<file path="src/rtl/game_palette_mapper.sv">
// game_palette_mapper: snapshots the game state on frame_start, scans every ddaver cell and
// bullet through run-time programmable palettes (one object per cycle) into shadow registers,
// then commits all colours and positions to the outputs on a single edge.
// Optional feature: define GAME_PALETTE_BLINK_EN to enable per-state ddaver blinking.
module game_palette_mapper #(
  parameter int unsigned DD_ROWS        = 5,
  parameter int unsigned DD_COLS        = 6,
  parameter int unsigned NUM_BULLETS    = 3,
  parameter int unsigned DD_STATE_W     = 3,
  parameter int unsigned BB_STATE_W     = 2,
  parameter int unsigned POS_W          = 4,
  parameter int unsigned COLOR_W        = 12,
  parameter int unsigned BLINK_DIV_LOG2 = 3
) (
  input  logic                                   clk,
  input  logic                                   rst_n,
  input  logic                                   frame_start,
  input  logic [POS_W-1:0]                       block_pos,
  input  logic [DD_ROWS*DD_COLS*DD_STATE_W-1:0]  dd_state,
  input  logic [NUM_BULLETS*BB_STATE_W-1:0]      bull_state,
  input  logic [NUM_BULLETS*POS_W-1:0]           bull_x,
  input  logic [NUM_BULLETS*POS_W-1:0]           bull_y,
  input  logic                                   pal_we,
  input  logic                                   pal_sel,
  input  logic [DD_STATE_W-1:0]                  pal_addr,
  input  logic [COLOR_W-1:0]                     pal_wdata,
  input  logic [(1<<DD_STATE_W)-1:0]             blink_mask,
  output logic [POS_W-1:0]                       block_pos_o,
  output logic [DD_ROWS*DD_COLS*COLOR_W-1:0]     dd_color,
  output logic [NUM_BULLETS*COLOR_W-1:0]         bb_color,
  output logic [NUM_BULLETS*POS_W-1:0]           bb_x,
  output logic [NUM_BULLETS*POS_W-1:0]           bb_y,
  output logic                                   busy,
  output logic                                   frame_done,
  output logic                                   overrun
);

  localparam int unsigned NumCells = DD_ROWS * DD_COLS;
  localparam int unsigned DdDepth  = 1 << DD_STATE_W;
  localparam int unsigned BbDepth  = 1 << BB_STATE_W;
  localparam int unsigned MaxObj   = (NumCells > NUM_BULLETS) ? NumCells : NUM_BULLETS;
  localparam int unsigned IdxW     = (MaxObj > 1) ? $clog2(MaxObj) : 1;
  localparam logic [IdxW-1:0] LastCell = IdxW'(NumCells - 1);
  localparam logic [IdxW-1:0] LastBull = IdxW'(NUM_BULLETS - 1);

  typedef enum logic [1:0] {StIdle, StScanDd, StScanBb, StCommit} state_e;

  function automatic logic [COLOR_W-1:0] dd_pal_init(input int i);
    logic [11:0] c;
    case (i)
      1:       c = 12'hF0F;
      2:       c = 12'hFF0;
      3:       c = 12'h0FF;
      4:       c = 12'h00F;
      5:       c = 12'hF00;
      6:       c = 12'h0F0;
      default: c = 12'h000;
    endcase
    return COLOR_W'(c);
  endfunction

  function automatic logic [COLOR_W-1:0] bb_pal_init(input int i);
    logic [11:0] c;
    case (i)
      1:       c = 12'h00F;
      2:       c = 12'hF00;
      3:       c = 12'h0F0;
      default: c = 12'h000;
    endcase
    return COLOR_W'(c);
  endfunction

  state_e                  state_q, state_d;
  logic [IdxW-1:0]         idx_q, idx_d;
  logic                    overrun_q;

  logic [COLOR_W-1:0]      dd_pal_q [DdDepth];
  logic [COLOR_W-1:0]      bb_pal_q [BbDepth];

  logic [POS_W-1:0]                  snap_blk_q;
  logic [NumCells*DD_STATE_W-1:0]    snap_dd_q;
  logic [NUM_BULLETS*BB_STATE_W-1:0] snap_bs_q;
  logic [NUM_BULLETS*POS_W-1:0]      snap_bx_q, snap_by_q;

  logic [NumCells*COLOR_W-1:0]       sh_dd_q;
  logic [NUM_BULLETS*COLOR_W-1:0]    sh_bc_q;
  logic [NUM_BULLETS*POS_W-1:0]      sh_bx_q, sh_by_q;

  logic [POS_W-1:0]                  out_blk_q;
  logic [NumCells*COLOR_W-1:0]       out_dd_q;
  logic [NUM_BULLETS*COLOR_W-1:0]    out_bc_q;
  logic [NUM_BULLETS*POS_W-1:0]      out_bx_q, out_by_q;

  logic [DD_STATE_W-1:0]   dd_code;
  logic [BB_STATE_W-1:0]   bb_code;
  logic                    blink_off;
  logic                    start_ok;

  assign start_ok = (state_q == StIdle) && frame_start;

  // State register and scan index
  always_ff @(posedge clk or negedge rst_n) begin
    if (!rst_n) begin
      state_q   <= StIdle;
      idx_q     <= '0;
      overrun_q <= 1'b0;
    end else begin
      state_q   <= state_d;
      idx_q     <= idx_d;
      overrun_q <= frame_start && (state_q != StIdle);
    end
  end

  // Next-state: walk cells, then bullets, then a single commit cycle
  always_comb begin
    state_d = state_q;
    idx_d   = idx_q;
    unique case (state_q)
      StIdle: begin
        if (frame_start) begin
          state_d = StScanDd;
          idx_d   = '0;
        end
      end
      StScanDd: begin
        if (idx_q == LastCell) begin
          state_d = StScanBb;
          idx_d   = '0;
        end else begin
          idx_d = idx_q + 1'b1;
        end
      end
      StScanBb: begin
        if (idx_q == LastBull) state_d = StCommit;
        else                   idx_d   = idx_q + 1'b1;
      end
      StCommit: state_d = StIdle;
      default:  state_d = StIdle;
    endcase
  end

  // Palette storage; writes land in any state and are seen by the next lookup
  always_ff @(posedge clk or negedge rst_n) begin
    if (!rst_n) begin
      for (int i = 0; i < DdDepth; i++) dd_pal_q[i] <= dd_pal_init(i);
      for (int i = 0; i < BbDepth; i++) bb_pal_q[i] <= bb_pal_init(i);
    end else if (pal_we) begin
      if (pal_sel) bb_pal_q[pal_addr[BB_STATE_W-1:0]] <= pal_wdata;
      else         dd_pal_q[pal_addr]                 <= pal_wdata;
    end
  end

  // Current object's palette index from the snapshot
  always_comb begin
    dd_code = snap_dd_q[int'(idx_q)*DD_STATE_W +: DD_STATE_W];
    bb_code = snap_bs_q[int'(idx_q)*BB_STATE_W +: BB_STATE_W];
  end

`ifdef GAME_PALETTE_BLINK_EN
  logic [BLINK_DIV_LOG2:0] blink_q;

  // Committed-frame counter; its MSB is the blink phase
  always_ff @(posedge clk or negedge rst_n) begin
    if (!rst_n)                   blink_q <= '0;
    else if (state_q == StCommit) blink_q <= blink_q + 1'b1;
  end

  assign blink_off = blink_q[BLINK_DIV_LOG2] & blink_mask[dd_code];
`else
  logic unused_blink_mask;
  assign unused_blink_mask = ^blink_mask;
  assign blink_off         = 1'b0;
`endif

  // Snapshot capture on an accepted frame_start only
  always_ff @(posedge clk or negedge rst_n) begin
    if (!rst_n) begin
      snap_blk_q <= '0;
      snap_dd_q  <= '0;
      snap_bs_q  <= '0;
      snap_bx_q  <= '0;
      snap_by_q  <= '0;
    end else if (start_ok) begin
      snap_blk_q <= block_pos;
      snap_dd_q  <= dd_state;
      snap_bs_q  <= bull_state;
      snap_bx_q  <= bull_x;
      snap_by_q  <= bull_y;
    end
  end

  // Shadow fill, one object per cycle
  always_ff @(posedge clk or negedge rst_n) begin
    if (!rst_n) begin
      sh_dd_q <= '0;
      sh_bc_q <= '0;
      sh_bx_q <= '0;
      sh_by_q <= '0;
    end else if (state_q == StScanDd) begin
      sh_dd_q[int'(idx_q)*COLOR_W +: COLOR_W] <= blink_off ? '0 : dd_pal_q[dd_code];
    end else if (state_q == StScanBb) begin
      sh_bc_q[int'(idx_q)*COLOR_W +: COLOR_W] <= bb_pal_q[bb_code];
      sh_bx_q[int'(idx_q)*POS_W +: POS_W]     <= snap_bx_q[int'(idx_q)*POS_W +: POS_W];
      sh_by_q[int'(idx_q)*POS_W +: POS_W]     <= snap_by_q[int'(idx_q)*POS_W +: POS_W];
    end
  end

  // Atomic commit of the whole frame to the outputs
  always_ff @(posedge clk or negedge rst_n) begin
    if (!rst_n) begin
      out_blk_q <= '0;
      out_dd_q  <= '0;
      out_bc_q  <= '0;
      out_bx_q  <= '0;
      out_by_q  <= '0;
    end else if (state_q == StCommit) begin
      out_blk_q <= snap_blk_q;
      out_dd_q  <= sh_dd_q;
      out_bc_q  <= sh_bc_q;
      out_bx_q  <= sh_bx_q;
      out_by_q  <= sh_by_q;
    end
  end

  assign block_pos_o = out_blk_q;
  assign dd_color    = out_dd_q;
  assign bb_color    = out_bc_q;
  assign bb_x        = out_bx_q;
  assign bb_y        = out_by_q;
  assign busy        = (state_q != StIdle);
  assign frame_done  = (state_q == StCommit);
  assign overrun     = overrun_q;

endmodule
</file>
<file path="config.mk">
export PLATFORM = sky130hd
export DESIGN_NAME = game_palette_mapper
export DESIGN_NICKNAME = d
export VERILOG_FILES = /design/src/rtl/game_palette_mapper.sv
export SDC_FILE = /design/constraint.sdc
export NUM_CORES = 2
export LEC_CHECK = 0
export CORE_ASPECT_RATIO = 1.4
export CORE_MARGIN = 5
export CORE_UTILIZATION = 45
export DETAILED_ROUTE_END_ITERATION = 8
export GPL_TIMING_DRIVEN = 0
export PLACE_DENSITY = 0.7
export SYNTH_ARGS = -nofsm -noshare
export SYNTH_HDL_FRONTEND = slang
export SYNTH_SLANG_ARGS = --single-unit
</file>
<file path="constraint.sdc">
create_clock -name clk -period 5.1 [get_ports clk]
set_clock_uncertainty 0.05 [all_clocks]
set_input_delay 0.51 -clock clk [delete_from_list [all_inputs] [get_ports clk]]
set_output_delay 0.51 -clock clk [all_outputs]
set_load 0.005 [all_outputs]
</file>
**After elaboration in Yosys (flattened, before gate mapping)**

Index checks and enable logic that the tools add are counted.
W data, S select, Z words.

- Add/sub/neg operators: 3
- $mul: 2
- Div/mod/pow operators: 0
- Magnitude comparators: 6
- Eq/ne operators: 9
- Shift-type cells: 11
- Muxes and demuxes: 24
- Bitwise operators: 6
- Reductions and logical operators: 12

Operators by type and width:

| kind | number |
|---|---|
| $bwmux W360 | 1 |
| $shift A12 B34 Y360 const A | 1 |
| $shiftx A12 B34 Y360 | 1 |
| $bwmux W96 | 1 |
| $shiftx A90 B8 Y3 | 1 |
| $mux W12 | 6 |
| $shiftx A4 B34 Y12 | 2 |
| $bwmux W48 | 1 |
| $bmux W12 S3 | 1 |
| $bwmux W36 | 1 |
| $demux W12 S3 | 1 |
| $shift A12 B34 Y36 const A | 1 |
| $shiftx A12 B34 Y36 | 1 |
| $neg A7 Y34 | 1 |
| $neg A9 Y34 | 1 |
| $shift A4 B34 Y12 const A | 1 |
| $bmux W12 S2 | 1 |
| $bwmux W12 | 2 |
| $demux W12 S2 | 1 |
| $shiftx A12 B8 Y4 | 2 |
| $mux W5 | 3 |
| $pmux W5 S3 | 1 |
| $mul A5 B2 Y7 const B | 2 |
| $ge A4 B4 Y1 const B | 2 |
| 21 further kinds | 37 |

- Bits in registers: 1,120
- Latch bits: 0
- Bits in writable memories: 0
- ROM bits: 0
- Bits of input ports: 152
- Output and inout port bits: 427
- Memories: 0

**Depth between registers and ports, before layout**

- Depth in word-level cells: 8
- Mapped depth: 21
- Mapped depth without buffers: 14

**Least setup slack after synthesis**

Ideal clock, no wire load.

- Kind: flip-flop to flip-flop
- Start point: register idx_q[1]
- End point: register sh_dd_q[37]
- Library setup time: 0.129 ns
- Arrival time: 4.760 ns
- Slack: 0.161 ns
- Stages on the path, launching flop included: 21
- Buffers on the path: 7
- Clock period less this slack: 4.939 ns
- Cells stage by stage: dfrtp_1 > buf_2 > buf_6 > buf_6 > buf_6 > buf_6 > buf_1 > inv_1 > ha_1 > a21o_1 > a21oi_2 > xnor2_1 > nand2_1 > nor2_1 > ha_1 > clkbuf_1 > nand4_1 > nor4_1 > nor2b_1 > a31oi_1 > o21ai_0

- Cells in the longest elaborated chain, start to end: 8
- Elaborated cells on any way between the ends: 11

Ends and longest elaborated chain:

| item | line | text |
|---|---|---|
| from (decl) | 74 | `logic [IdxW-1:0] idx_q, idx_d;` |
| from (signal assigned) | 109 | `idx_q <= idx_d;` |
| $mul A5 B2 Y7 | 155, 200 |  |
| $shiftx A90 B8 Y3 | 155 | `dd_code = snap_dd_q[int'(idx_q)*DD_STATE_W +: DD_STATE_W];` |
| $not A3 Y4 (not written as such) | 200 | `sh_dd_q[int'(idx_q)*COLOR_W +: COLOR_W] <= blink_off ? '0 : dd_pal_q[dd_code];` |
| $bmux W12 S3 | 200 |  |
| $mux W12 (not written as such) (2 in a row) | 200 |  |
| $shiftx A12 B34 Y360 | 200 |  |
| $bwmux W360 * | 200 |  |
| to (signal, indexed assignment) | 200 |  |
| to (decl) | 85 | `logic [NumCells*COLOR_W-1:0] sh_dd_q;` |

Every way passes the cells marked *; elsewhere a longest branch is shown, timed or not. The select of a mux whose other input is x is not followed.
A chain may end at the register's enable or synchronous reset.

**Final worst setup path**

- Start point: register idx_q[1]
- End point: register sh_dd_q[216]

The elaborated chain is that of the path after synthesis.

==> flow_results.xml <==
<?xml version="1.0" encoding="UTF-8"?>
<metrics>
  <group name="worst_setup_path">
    <metric name="critPathLaunchType" unit="">register</metric>
    <metric name="cp_slowest_stage_delay" unit="ns">0.43</metric>
    <metric name="worst-r2r-cell-count" unit="">19</metric>
    <metric name="critical_path_cell_list" unit="">buf_2 &gt; buf_6 &gt; buf_6 &gt; buf_6 &gt; buf_6 &gt; buf_6 &gt; inv_1 &gt; ha_1 &gt; a21o_1 &gt; a21oi_4 &gt; buf_4 &gt; mux2i_2 &gt; and4b_1 &gt; clkbuf_4 &gt; nor2_1 &gt; and3_1 &gt; a211o_1 &gt; buf_2 &gt; mux2_2</metric>
    <metric name="worst-endpoint-required" unit="ns">5.63</metric>
    <metric name="worst_path_most_repeated_cell" unit="">buf_6</metric>
    <metric name="critPathCapture" unit="">sh_dd_q[216]</metric>
    <metric name="worstPathArrival" unit="ns">5.49</metric>
    <metric name="timing.rr.end" unit="">sh_dd_q[216]</metric>
    <metric name="worstSetupPathDepth" unit="">19</metric>
    <metric name="rr_startpoint" unit="">idx_q[1]</metric>
    <metric name="critical_path.startpoint" unit="">idx_q[1]</metric>
    <metric name="timing.critical_path.fanout_max" unit="">10</metric>
    <metric name="path_delay_family" unit="">buffers and inverters</metric>
    <metric name="worstSetupPathType" unit="">register to register</metric>
    <metric name="ff2ff_setup_slack" unit="ns">0.13</metric>
    <metric name="crit_path_top_delay_cell" unit="">dfrtp_2</metric>
    <metric name="path_buf_inv" unit="">10</metric>
    <metric name="critPathCaptureType" unit="">register</metric>
  </group>
  <group name="sta">
    <metric name="finalSetupViolations" unit="">0</metric>
    <metric name="slew_worst_pin" unit="ns">1.21</metric>
    <metric name="final.setup.worst_slack" unit="ns">0.135</metric>
    <metric name="layout_min_cycle_time" unit="ns">4.97</metric>
    <metric name="final-max-slew-violation-count" unit="">0</metric>
    <metric name="rsz0062_at_grt" unit="">yes</metric>
    <metric name="final_hold_viol_count" unit="">0</metric>
    <metric name="relSlewSlack" unit="%">18.0</metric>
    <metric name="final.period_utilization" unit="%">97.4</metric>
    <metric name="max_freq" unit="MHz">201</metric>
  </group>
  <group name="job">
    <metric name="max_cap_viol_count" unit="">0</metric>
  </group>
  <group name="drt">
    <metric name="drt_first_pass_iters" unit="">5</metric>
    <metric name="avgRoutedWirePerCell" unit="um">26.7</metric>
    <metric name="num_vias" unit="">32100</metric>
    <metric name="drt.antenna.violating_nets" unit="">0</metric>
    <metric name="via_per_inst" unit="">5.70</metric>
    <metric name="drt_iter0_drc" unit="">2401</metric>
    <metric name="drt_drc_violations_left" unit="">0</metric>
    <metric name="routed_wl" unit="um">150000</metric>
  </group>
  <group name="die">
    <metric name="die_h" unit="um">393</metric>
    <metric name="num_rows" unit="">140</metric>
    <metric name="floorplan.io_pins" unit="">579</metric>
    <metric name="die_w" unit="um">284</metric>
    <metric name="initial_core_util" unit="%">45.3</metric>
    <metric name="fp.dieArea" unit="mm2">0.111</metric>
    <metric name="core_area" unit="mm2">0.104</metric>
  </group>
  <group name="synthesis">
    <metric name="synth_top_area_share" unit="%">56.9</metric>
    <metric name="number_of_synthesized_flops_with_an_enable_pin" unit="">0</metric>
    <metric name="post-synth-top-area-cell" unit="">dfrtp_1</metric>
    <metric name="synth_nets" unit="">3642</metric>
    <metric name="synthArstFlopShare" unit="%">100</metric>
    <metric name="synth-seq-cells" unit="">1120</metric>
    <metric name="avgSynthCellArea" unit="um2">13.6</metric>
    <metric name="syn_inst" unit="">3470</metric>
    <metric name="ys_dominant_reg_cell" unit="">dfrtp_1</metric>
    <metric name="post_synth_main_area_contributors" unit="">dfrtp_1 (57%), mux2_2 (23%), dfstp_2 (2.7%)</metric>
    <metric name="seq_area_frac_synth" unit="%">59.6</metric>
    <metric name="ys_types" unit="">80</metric>
    <metric name="synth.cell_area" unit="mm2">0.0472</metric>
    <metric name="synth-warning-count" unit="">0</metric>
  </group>
  <group name="hold_path">
    <metric name="hold_path_class" unit="">input pin to register</metric>
    <metric name="worstHoldPathCells" unit="">2</metric>
  </group>
  <group name="place">
    <metric name="port_buffers" unit="">569</metric>
    <metric name="pre_cts_ws" unit="ns">-2.15</metric>
    <metric name="place.gp.congestion" unit="">0.950</metric>
    <metric name="place.detailed.hpwl" unit="um">113000</metric>
  </group>
  <group name="grt">
    <metric name="grt_start_max_net_pins" unit="">193</metric>
    <metric name="grt_first_pass_wirelength" unit="um">222000</metric>
    <metric name="groute.usage.overall" unit="%">26.4</metric>
    <metric name="grt.overflow.total" unit="">0</metric>
    <metric name="number_of_antenna_violations_at_the_first_check_in_global_routing" unit="">2</metric>
    <metric name="first_global_vias" unit="">33600</metric>
  </group>
  <group name="power">
    <metric name="power.density" unit="mW/mm2">543</metric>
    <metric name="power.static_leakage" unit="nW">27.1</metric>
    <metric name="worst_ir_drop_vdd" unit="mV">0.403</metric>
  </group>
  <group name="cells_and_area">
    <metric name="most-common-layout-cells" unit="">dfrtp_1 (1071), mux2_2 (948), clkdlybuf4s50_1 (568), nor2_1 (184), clkbuf_1 (120)</metric>
    <metric name="area_used_by_multi_input_combinational_logic" unit="mm2">0.0191</metric>
    <metric name="layout.core_utilization" unit="%">57.5</metric>
    <metric name="area_used_by_sequential_logic_in_the_layout" unit="mm2">0.0281</metric>
    <metric name="commonest_non_fill_non_tap_cell_in_the_layout" unit="">dfrtp_1</metric>
    <metric name="area_delta_synth_final" unit="%">26.9</metric>
    <metric name="n_fill_cell" unit="">8507</metric>
    <metric name="layout-drive-gt1-share" unit="%">34.6</metric>
    <metric name="design.final.nets" unit="">4366</metric>
  </group>
  <group name="cts">
    <metric name="cts-buffers-inserted" unit="">104</metric>
    <metric name="worst_setup_hold_path_clk_slew" unit="ns">0.06</metric>
    <metric name="cts_tree" unit="">yes</metric>
    <metric name="clockRootBuffer" unit="">clkbuf_16</metric>
    <metric name="cts_sinks" unit="">1120</metric>
    <metric name="clock_path_buffers" unit="">3</metric>
    <metric name="worstSkewPairLatency" unit="ns">0.72</metric>
    <metric name="htree_num_levels" unit="">3</metric>
  </group>
  <group name="run_status">
    <metric name="status" unit="">finished clean</metric>
  </group>
</metrics>
## final cells by class
cell class                      instances  share of cell area, %
Sequential cell                      1120                   46.9
Multi-Input combinational cell       2102                   31.9
Timing Repair Buffer                  620                   10.5
Clock buffer                          151                   5.04
Tap cell                             1349                   2.82
Buffer                                197                   1.68
Clock inverter                         40                  0.878
Inverter                               49                  0.311
Antenna cell                            1                0.00418
## sequential cells by signal, summed over array words and instances (netlist names), 36 cells and up
name	count
dd_color	360
bb_pal_q	48
dd_pal_q	96
bb_color	36
snap_dd_q	90
sh_dd_q	360
sh_bc_q	36
## where the power goes
group | switching [mW] | internal (mW)
Combinational | 8.80 | 4.74
Sequential | 0.700 | 10.2
Clock | 3.49 | 4.54
## kinds of logic (layout without fill, tap and decap cells)
logic type	count (synthesis)	after routing	share of synthesized area, %
simple gates	563	563	5.51
flops	1120	1120	59.6
mux	1072	1072	25.7
compound gates	434	434	6.13
other cells	0	1	0
fa+ha+maj	20	20	0.547
xor+xnor	13	13	0.300
buf+inv	248	1057	2.29
## metrics by stage
step	hold WS (ns)	area (um2)	power (mW)	std cells	setup TNS, ns
after floorplan	0.164	47200	18.1	3470	0
after global placement	0.427	54500	23.5	5388	-
after CTS	0.309	59600	32.3	5620	0
after global routing	0.341	59900	33.7	5628	-0.513
final	0.354	59900	32.5	5629	0
after detailed placement	0.430	54800	23.6	5395	-645.99
## layer usage
layer	vias up	share of wire, %	GRT usage, %
li1	14000	-	-
met1	16600	37	30.6
met2	1186	51	46.9
met3	332	6.3	5.26
met4	0	5.9	13.4
met5	-	0	0
## synth_stat cells, types with 4 or more instances
library cell,number
a221oi_1,5
buf_6,13
nand4b_1,6
or2_1,4
o221ai_1,12
nand4_1,14
nand3_1,50
dfstp_2,48
o22ai_1,14
and2_1,5
a31oi_1,88
o21a_1,10
a22oi_1,35
o22a_1,12
nor2b_1,17
nand3b_1,7
a211oi_1,25
a2bb2oi_1,5
o211ai_1,19
nor3_1,41
a41oi_1,17
a21oi_1,87
clkbuf_1,128
o21ai_0,64
nand2_1,109
nand2b_1,15
mux2i_1,107
ha_1,19
nor2_1,253
inv_1,46
mux4_2,13
buf_1,25
nor3b_1,5
nor4_1,9
and3_1,9
xnor2_1,8
mux2_2,948
a22o_1,6
buf_2,28
dfrtp_1,1072
buf_4,5
## how the worst min path moves through the flow
| stage | from | to | slack [ns] |
|---|---|---|---|
| final | dd_state[7] | snap_dd_q[7] | 0.35 |
| after detailed placement | sh_dd_q[263] | sh_dd_q[263] | 0.43 |
| after floorplan | rst_n | bb_color[0] | 0.16 |
| after global routing | dd_state[55] | snap_dd_q[55] | 0.34 |
| after global placement | sh_dd_q[263] | sh_dd_q[263] | 0.43 |
| after CTS | pal_addr[0] | dd_pal_q[83] | 0.31 |
## repair_timing
| action | in CTS | in global routing |
|---|---|---|
| setup buffers | 35 | 8 |
| hold buffers | 1 | 0 |
| endpoints found under the setup margin | 421 | 367 |
| pin swaps | 21 | 7 |
| endpoints found under the hold margin | 138 | 0 |
| gates resized for setup | 258 | 54 |
Note: power is estimated with default switching activity, not from simulation.
